## src/rtl/ro_sweep_ctrl.sv

```systemverilog
// ---------------------------------------------------------------------------
// ro_sweep_ctrl
//
// Sweep sequencer for the ring-oscillator characterization array. For every
// oscillator/tap pair it drives the mux selects, lets the selection settle,
// enables the oscillators, lets them settle, then counts rising edges of the
// (divided, asynchronous) selected oscillator output over a programmable
// gate window. Each result is offered on a valid/ready port.
//
// Ports
//   wb_clk_i, wb_rst_ni      clock, asynchronous active-low reset
//   sweep_go                 one-cycle start pulse, honoured only when idle
//   abort                    level, terminates any sweep in progress
//   cfg_stage, cfg_gate      stage pattern / gate length, latched on go
//   ro_in                    asynchronous oscillator output from the tap mux
//   ro_start, ro_stage       oscillator enable and stage pattern
//   osc_sel, tap_sel         output mux selects
//   res_valid/res_ready      result handshake
//   res_osc, res_tap         pair the result belongs to
//   res_count, res_ovf       counted edges, saturation flag
//   busy, done               activity level, end-of-sweep pulse
// ---------------------------------------------------------------------------
module ro_sweep_ctrl #(
    parameter int N_OSC  = 16,
    parameter int N_TAP  = 5,
    parameter int GATE_W = 16,
    parameter int CNT_W  = 20,
    parameter int SETTLE = 64
) (
    input  logic              wb_clk_i,
    input  logic              wb_rst_ni,
    input  logic              sweep_go,
    input  logic              abort,
    input  logic [4:0]        cfg_stage,
    input  logic [GATE_W-1:0] cfg_gate,
    input  logic              ro_in,
    output logic              ro_start,
    output logic [4:0]        ro_stage,
    output logic [3:0]        osc_sel,
    output logic [2:0]        tap_sel,
    output logic              res_valid,
    input  logic              res_ready,
    output logic [3:0]        res_osc,
    output logic [2:0]        res_tap,
    output logic [CNT_W-1:0]  res_count,
    output logic              res_ovf,
    output logic              busy,
    output logic              done
);

    localparam logic [2:0] IDLE    = 3'd0;
    localparam logic [2:0] SELECT  = 3'd1;
    localparam logic [2:0] RUN     = 3'd2;
    localparam logic [2:0] MEASURE = 3'd3;
    localparam logic [2:0] REPORT  = 3'd4;
    localparam logic [2:0] NEXT    = 3'd5;
    localparam logic [2:0] DONE    = 3'd6;

    // One timer serves both the settle waits and the gate window.
    localparam int SET_W = $clog2(SETTLE + 1);
    localparam int TMR_W = (GATE_W > SET_W) ? GATE_W : SET_W;
    localparam logic [TMR_W-1:0] SETTLE_LAST = TMR_W'(SETTLE - 1);
    localparam logic [3:0] OSC_LAST = 4'(N_OSC - 1);
    localparam logic [2:0] TAP_LAST = 3'(N_TAP - 1);

    logic [2:0]        state_reg;
    logic [2:0]        state_next;
    logic [TMR_W-1:0]  timer_reg;
    logic [GATE_W-1:0] gate_reg;
    logic [TMR_W-1:0]  gate_last;
    logic [2:0]        sync_reg;
    logic              edge_det;
    logic [CNT_W-1:0]  cnt_reg;
    logic [CNT_W-1:0]  cnt_next;
    logic              ovf_reg;
    logic              ovf_next;
    logic              last_pair;

    // gate_reg is never 0 once latched, so the subtraction cannot wrap
    // while the gate is in use.
    assign gate_last = TMR_W'(gate_reg - GATE_W'(1));
    assign last_pair = (osc_sel == OSC_LAST) && (tap_sel == TAP_LAST);

    // sync_reg[1:0] is the metastability synchronizer; sync_reg[2] holds the
    // previous synchronized value for rising-edge detection.
    assign edge_det = sync_reg[1] & ~sync_reg[2];

    // The counter saturates at all-ones; reaching it flags overflow.
    assign cnt_next = (edge_det && !(&cnt_reg)) ? cnt_reg + CNT_W'(1) : cnt_reg;
    assign ovf_next = ovf_reg | (&cnt_next);

    always_comb begin
        state_next = state_reg;
        case (state_reg)
            IDLE:    if (sweep_go) state_next = SELECT;
            SELECT:  if (timer_reg == SETTLE_LAST) state_next = RUN;
            RUN:     if (timer_reg == SETTLE_LAST) state_next = MEASURE;
            MEASURE: if (timer_reg == gate_last) state_next = REPORT;
            REPORT:  if (res_ready) state_next = NEXT;
            NEXT:    state_next = last_pair ? DONE : SELECT;
            DONE:    state_next = IDLE;
            default: state_next = IDLE;
        endcase
        // Abort overrides every other transition, including a same-cycle
        // handshake or the end of the gate window.
        if (abort && (state_reg != IDLE)) state_next = IDLE;
    end

    always_ff @(posedge wb_clk_i or negedge wb_rst_ni) begin
        if (!wb_rst_ni) begin
            state_reg <= IDLE;
            timer_reg <= '0;
        end else begin
            state_reg <= state_next;
            if (state_next != state_reg)
                timer_reg <= '0;
            else if ((state_reg == SELECT) || (state_reg == RUN) || (state_reg == MEASURE))
                timer_reg <= timer_reg + TMR_W'(1);
            else
                timer_reg <= '0;
        end
    end

    // Configuration latch and select stepping (tap inner, oscillator outer).
    always_ff @(posedge wb_clk_i or negedge wb_rst_ni) begin
        if (!wb_rst_ni) begin
            ro_stage <= '0;
            gate_reg <= '0;
            osc_sel  <= '0;
            tap_sel  <= '0;
        end else if ((state_reg == IDLE) && (state_next == SELECT)) begin
            ro_stage <= cfg_stage;
            gate_reg <= (cfg_gate == '0) ? GATE_W'(1) : cfg_gate;
            osc_sel  <= '0;
            tap_sel  <= '0;
        end else if ((state_reg == NEXT) && !abort) begin
            if (tap_sel == TAP_LAST) begin
                tap_sel <= '0;
                osc_sel <= (osc_sel == OSC_LAST) ? 4'd0 : osc_sel + 4'd1;
            end else begin
                tap_sel <= tap_sel + 3'd1;
            end
        end
    end

    // Synchronizer, edge counter and result registers.
    always_ff @(posedge wb_clk_i or negedge wb_rst_ni) begin
        if (!wb_rst_ni) begin
            sync_reg  <= '0;
            cnt_reg   <= '0;
            ovf_reg   <= 1'b0;
            res_osc   <= '0;
            res_tap   <= '0;
            res_count <= '0;
            res_ovf   <= 1'b0;
        end else begin
            sync_reg <= {sync_reg[1:0], ro_in};
            if (state_reg == RUN) begin
                cnt_reg <= '0;
                ovf_reg <= 1'b0;
            end else if (state_reg == MEASURE) begin
                cnt_reg <= cnt_next;
                ovf_reg <= ovf_next;
            end
            // Load from the next-count so an edge in the last gate cycle lands.
            if ((state_reg == MEASURE) && (state_next == REPORT)) begin
                res_osc   <= osc_sel;
                res_tap   <= tap_sel;
                res_count <= cnt_next;
                res_ovf   <= ovf_next;
            end
        end
    end

    // Status outputs decode the state register, so they clear with reset and
    // one cycle after abort.
    assign busy      = (state_reg != IDLE);
    assign done      = (state_reg == DONE);
    assign res_valid = (state_reg == REPORT);
    assign ro_start  = (state_reg == RUN) || (state_reg == MEASURE) || (state_reg == REPORT);

endmodule
```

## config.mk

```make
export PLATFORM = sky130hd
export DESIGN_NAME = ro_sweep_ctrl
export DESIGN_NICKNAME = d
export VERILOG_FILES = /design/src/rtl/ro_sweep_ctrl.sv
export SDC_FILE = /design/constraint.sdc
export NUM_CORES = 1
export LEC_CHECK = 0
export CORE_ASPECT_RATIO = 0.9
export CORE_UTILIZATION = 39
export DETAILED_ROUTE_END_ITERATION = 10
export PLACE_DENSITY_LB_ADDON = 0.08
export SLEW_MARGIN = 20
export SYNTH_ARGS = -nofsm -noshare
export SYNTH_HDL_FRONTEND = slang
export SYNTH_SLANG_ARGS = --single-unit
```

## constraint.sdc

```tcl
create_clock -name wb_clk_i -period 3 [get_ports wb_clk_i]
set_input_delay 0.3 -clock wb_clk_i [delete_from_list [all_inputs] [get_ports wb_clk_i]]
set_output_delay 0.3 -clock wb_clk_i [all_outputs]
set_load 0.02 [all_outputs]
```

==> impl_metrics.env, run 1 <==
export IMPL_status="finished, final reports clean"
export IMPL_max_slew_worst_pin_slew_ps=717
export IMPL_rsz0062_at_grt="false"
export IMPL_routed_wl_mm=13.3
export IMPL_io_buffers=70
export IMPL_antenna_found_initial=0
export IMPL_worstSetupStartpointType="flop"
export IMPL_drtIter0Drc=295
export IMPL_antenna_left=0
export IMPL_start_util_pct=39.8
export IMPL_fmax_ghz=0.365
export IMPL_std_cell_rows=41
export IMPL_cts_tree="done"
export IMPL_sw_frac_of_total_pct=29.6
export IMPL_clock_latency_ps=360
export IMPL_r2r_cells=10
export IMPL_path_max_fanout=28
export IMPL_internal_power_uw=2540
export IMPL_synth_cells=556
export IMPL_grt_pass1_wl_mm=22.4
export IMPL_synthArstFlopShare_pct=100
export IMPL_synth_commonest_cells="dfrtp_1, nor2_1, nand2_1, a21oi_1"
export IMPL_routabilityCongestion=0.828
export IMPL_hold_path_depth=0
export IMPL_synth_area_leaders="dfrtp_1, mux2_2, xnor2_1, nor2_1, mux2i_1"
export IMPL_tns_ps=0
export IMPL_areaGrowthSynthToFinish_pct=21.9
export IMPL_dr_pass1_iters=4
export IMPL_clockBufferDepth=2
export IMPL_fp_dieW_um=128
export IMPL_clock_sinks=99
export IMPL_drive_above_1_share_pct=13.3
export IMPL_p_comb_share_pct=18.7
export IMPL_grt_max_degree=53
export IMPL_ys_seq_elements=99
export IMPL_worstHoldPathType="flop to flop"
export IMPL_syn_num_nets=589
export IMPL_synth_avg_cell_area_um2=10.0
export IMPL_worstSetupPathType="flop to flop"
export IMPL_clk_pin_slew_ps=80
export IMPL_rrSetupSlack_ps=260
export IMPL_setup_slack_ps=262
export IMPL_cts_made_buffers=9
export IMPL_endpoint_kind="flop"
export IMPL_route_detailed_drc=0
export IMPL_antenna_cells=0
export IMPL_ir_worst_vdd_mv=0.329
export IMPL_final_max_slew_violation_count=0
export IMPL_pre_cts_ws_ps=285
export IMPL_synth_main_ff_cell="dfrtp_1"
export IMPL_root_buffer="clkbuf_16"
export IMPL_power_switching_uw=1070
export IMPL_clock_skew_ps=10.3
export IMPL_synth_edf_count=0
export IMPL_hold_start="sync_reg[0]"
export IMPL_synth_distinct_cells=59
export IMPL_synth_area_mm2=0.00558
export IMPL_die_height_um=115
export IMPL_p_total_uw=3610
export IMPL_clkPwrFrac_pct=36.7
export IMPL_grt_pass1_vias=4160
export IMPL_dp_cells=801
export IMPL_io_pins=71
export IMPL_drv_cap=0
export IMPL_yosysTopAreaCell="dfrtp_1"
export IMPL_min_to="sync_reg[1]"
export IMPL_hold_viol=0
export IMPL_synth_warnings=0
export IMPL_power_density_mw_per_mm2=531
export IMPL_final_setup_viol_count=0
export IMPL_synth_most_common_cell="dfrtp_1"
export IMPL_final_cells=818
export IMPL_r2r_start="gate_reg[0]"
export IMPL_synth_top_area_share_pct=44.4
export IMPL_fillerInstances=1282
export IMPL_sequentialPowerShare_pct=44.6
export IMPL_relSlewSlack_pct=52.0
export IMPL_vias=4281
export IMPL_core_area_mm2=0.0140
export IMPL_fin_crit_sh_pct=91.3
export IMPL_required_ps=3250
export IMPL_fin_crit_ps=2740
export IMPL_worstReg2RegEnd="res_count[6]"
export IMPL_hpwl_mm=9.47
export IMPL_p_leak_uw=0.00286
export IMPL_arrival_ps=2990
export IMPL_seq_area_frac_synth_pct=44.4
export IMPL_final_nets=653
export IMPL_routed_via_density=5.23
export IMPL_htreeDepth=3
export IMPL_grt_usage_pct=19.7
export IMPL_dieArea_mm2=0.0148
export IMPL_wl_per_cell_um=16.3
export IMPL_overflow=0
## power groups by stage
stage               Combinational (uW)  Sequential, uW  Clock (uW)
floorplan                          451            1620           0
global placement                   668            1640           0
detailed placement                 676            1640           0
CTS                                679            1610        1360
global route                       749            1630        1410
finish                             674            1610        1320
## layer usage
metal | wire length [um] | track usage, % | vias to the layer above | part of all wire, %
met5 | 0 | 0 | - | 0
met4 | 129 | 5.18 | 0 | 0.97
met3 | 601 | 5.17 | 14 | 4.5
met2 | 5300 | 26.8 | 85 | 40
met1 | 7300 | 30.4 | 2092 | 55
li1 | - | - | 2090 | -
## kinds of logic (layout without fill, tap and decap cells)
logic type	Yosys count	in the layout	share of synthesized area (%)
AO/OA/AOI/OAI	88	88	9.89
multiplexers	57	57	11.8
XOR/XNOR	47	47	7.38
flip-flops	99	99	44.4
buffers and inverters	48	117	4.26
adder cells (fa/ha/maj)	6	6	1.35
AND/OR/NAND/NOR	211	211	20.9
## repair_timing
item                                   4_1_cts  5_1_grt
hold buffers                                 1        0
endpoints found under the hold margin       47        0
setup buffers                                0        0
resized for setup                            0        0
## metrics by stage
| stage | util [%] | hold slack (ps) | instance area [um^2] |
|---|---|---|---|
| after CTS | 48.5 | 352 | 6800 |
| after floorplan | - | 4.41 | 5580 |
| after detailed placement | 46.1 | 343 | 6460 |
| final | 48.5 | 358 | 6800 |
| after global placement | 46.1 | 335 | 6460 |
| after global routing | 48.5 | 358 | 6800 |
## final cells by class
| cell class | count | area (um^2) | share of cell area (%) |
|---|---|---|---|
| clock inverter | 7 | 106 | 1.56 |
| sequential | 99 | 2480 | 36.4 |
| inverter | 20 | 75.1 | 1.10 |
| tap | 193 | 241 | 3.55 |
| multi-input combinational | 409 | 2870 | 42.1 |
| timing repair buffer | 81 | 808 | 11.9 |
| clock buffer | 9 | 225 | 3.31 |
## worst max-delay path: stages (launching register included)
cell and delay (ps):
dfrtp_1 450, inv_1 90, ha_1 240, nor3b_1 250, xnor2_1 90, nor3_1 260
and4_1 270, nand4_2 120, nor3_4 220, buf_12 250, mux2_2 360
## cell usage in the layout, fill, tap and decap left out, types with 6 or more instances in the layout
master / instances
nand3_1: 21
xnor2_1: 27
o21ai_0: 27
dfrtp_1: 99
mux2_2: 26
nand2_1: 44
clkbuf_16: 9
nand4_1: 8
ha_1: 6
mux2_4: 11
xor2_1: 20
a21oi_1: 32
nor2_1: 56
nor3_1: 15
and3_1: 11
inv_1: 20
nor4_1: 7
buf_4: 9
clkdlybuf4s50_1: 69
mux2i_1: 20
## worst max-delay path by stage
stage,start,endpoint,slack (ps),depth (start not counted)
after CTS,gate_reg[0],res_tap[2],280,10
after global placement,gate_reg[0],res_osc[3],380,10
after detailed placement,gate_reg[0],res_tap[2],280,10
after global routing,gate_reg[8],timer_reg[3],30,7
after floorplan,gate_reg[0],res_count[10],390,10
final,gate_reg[0],res_count[6],260,10
Note: power is estimated with default switching activity, not from simulation.
==> inputs of run 2 (changes only) <==
CTS_CLUSTER_DIAMETER = 40   (was unset)
==> results of run 2 <==
The final DEF is identical to that of run 1; final timing and power are the same.
==> inputs of run 3 (changes only) <==
CORE_MARGIN = 1   (was unset)
==> results of run 3 <==
The final DEF is identical to that of run 1; final timing and power are the same.
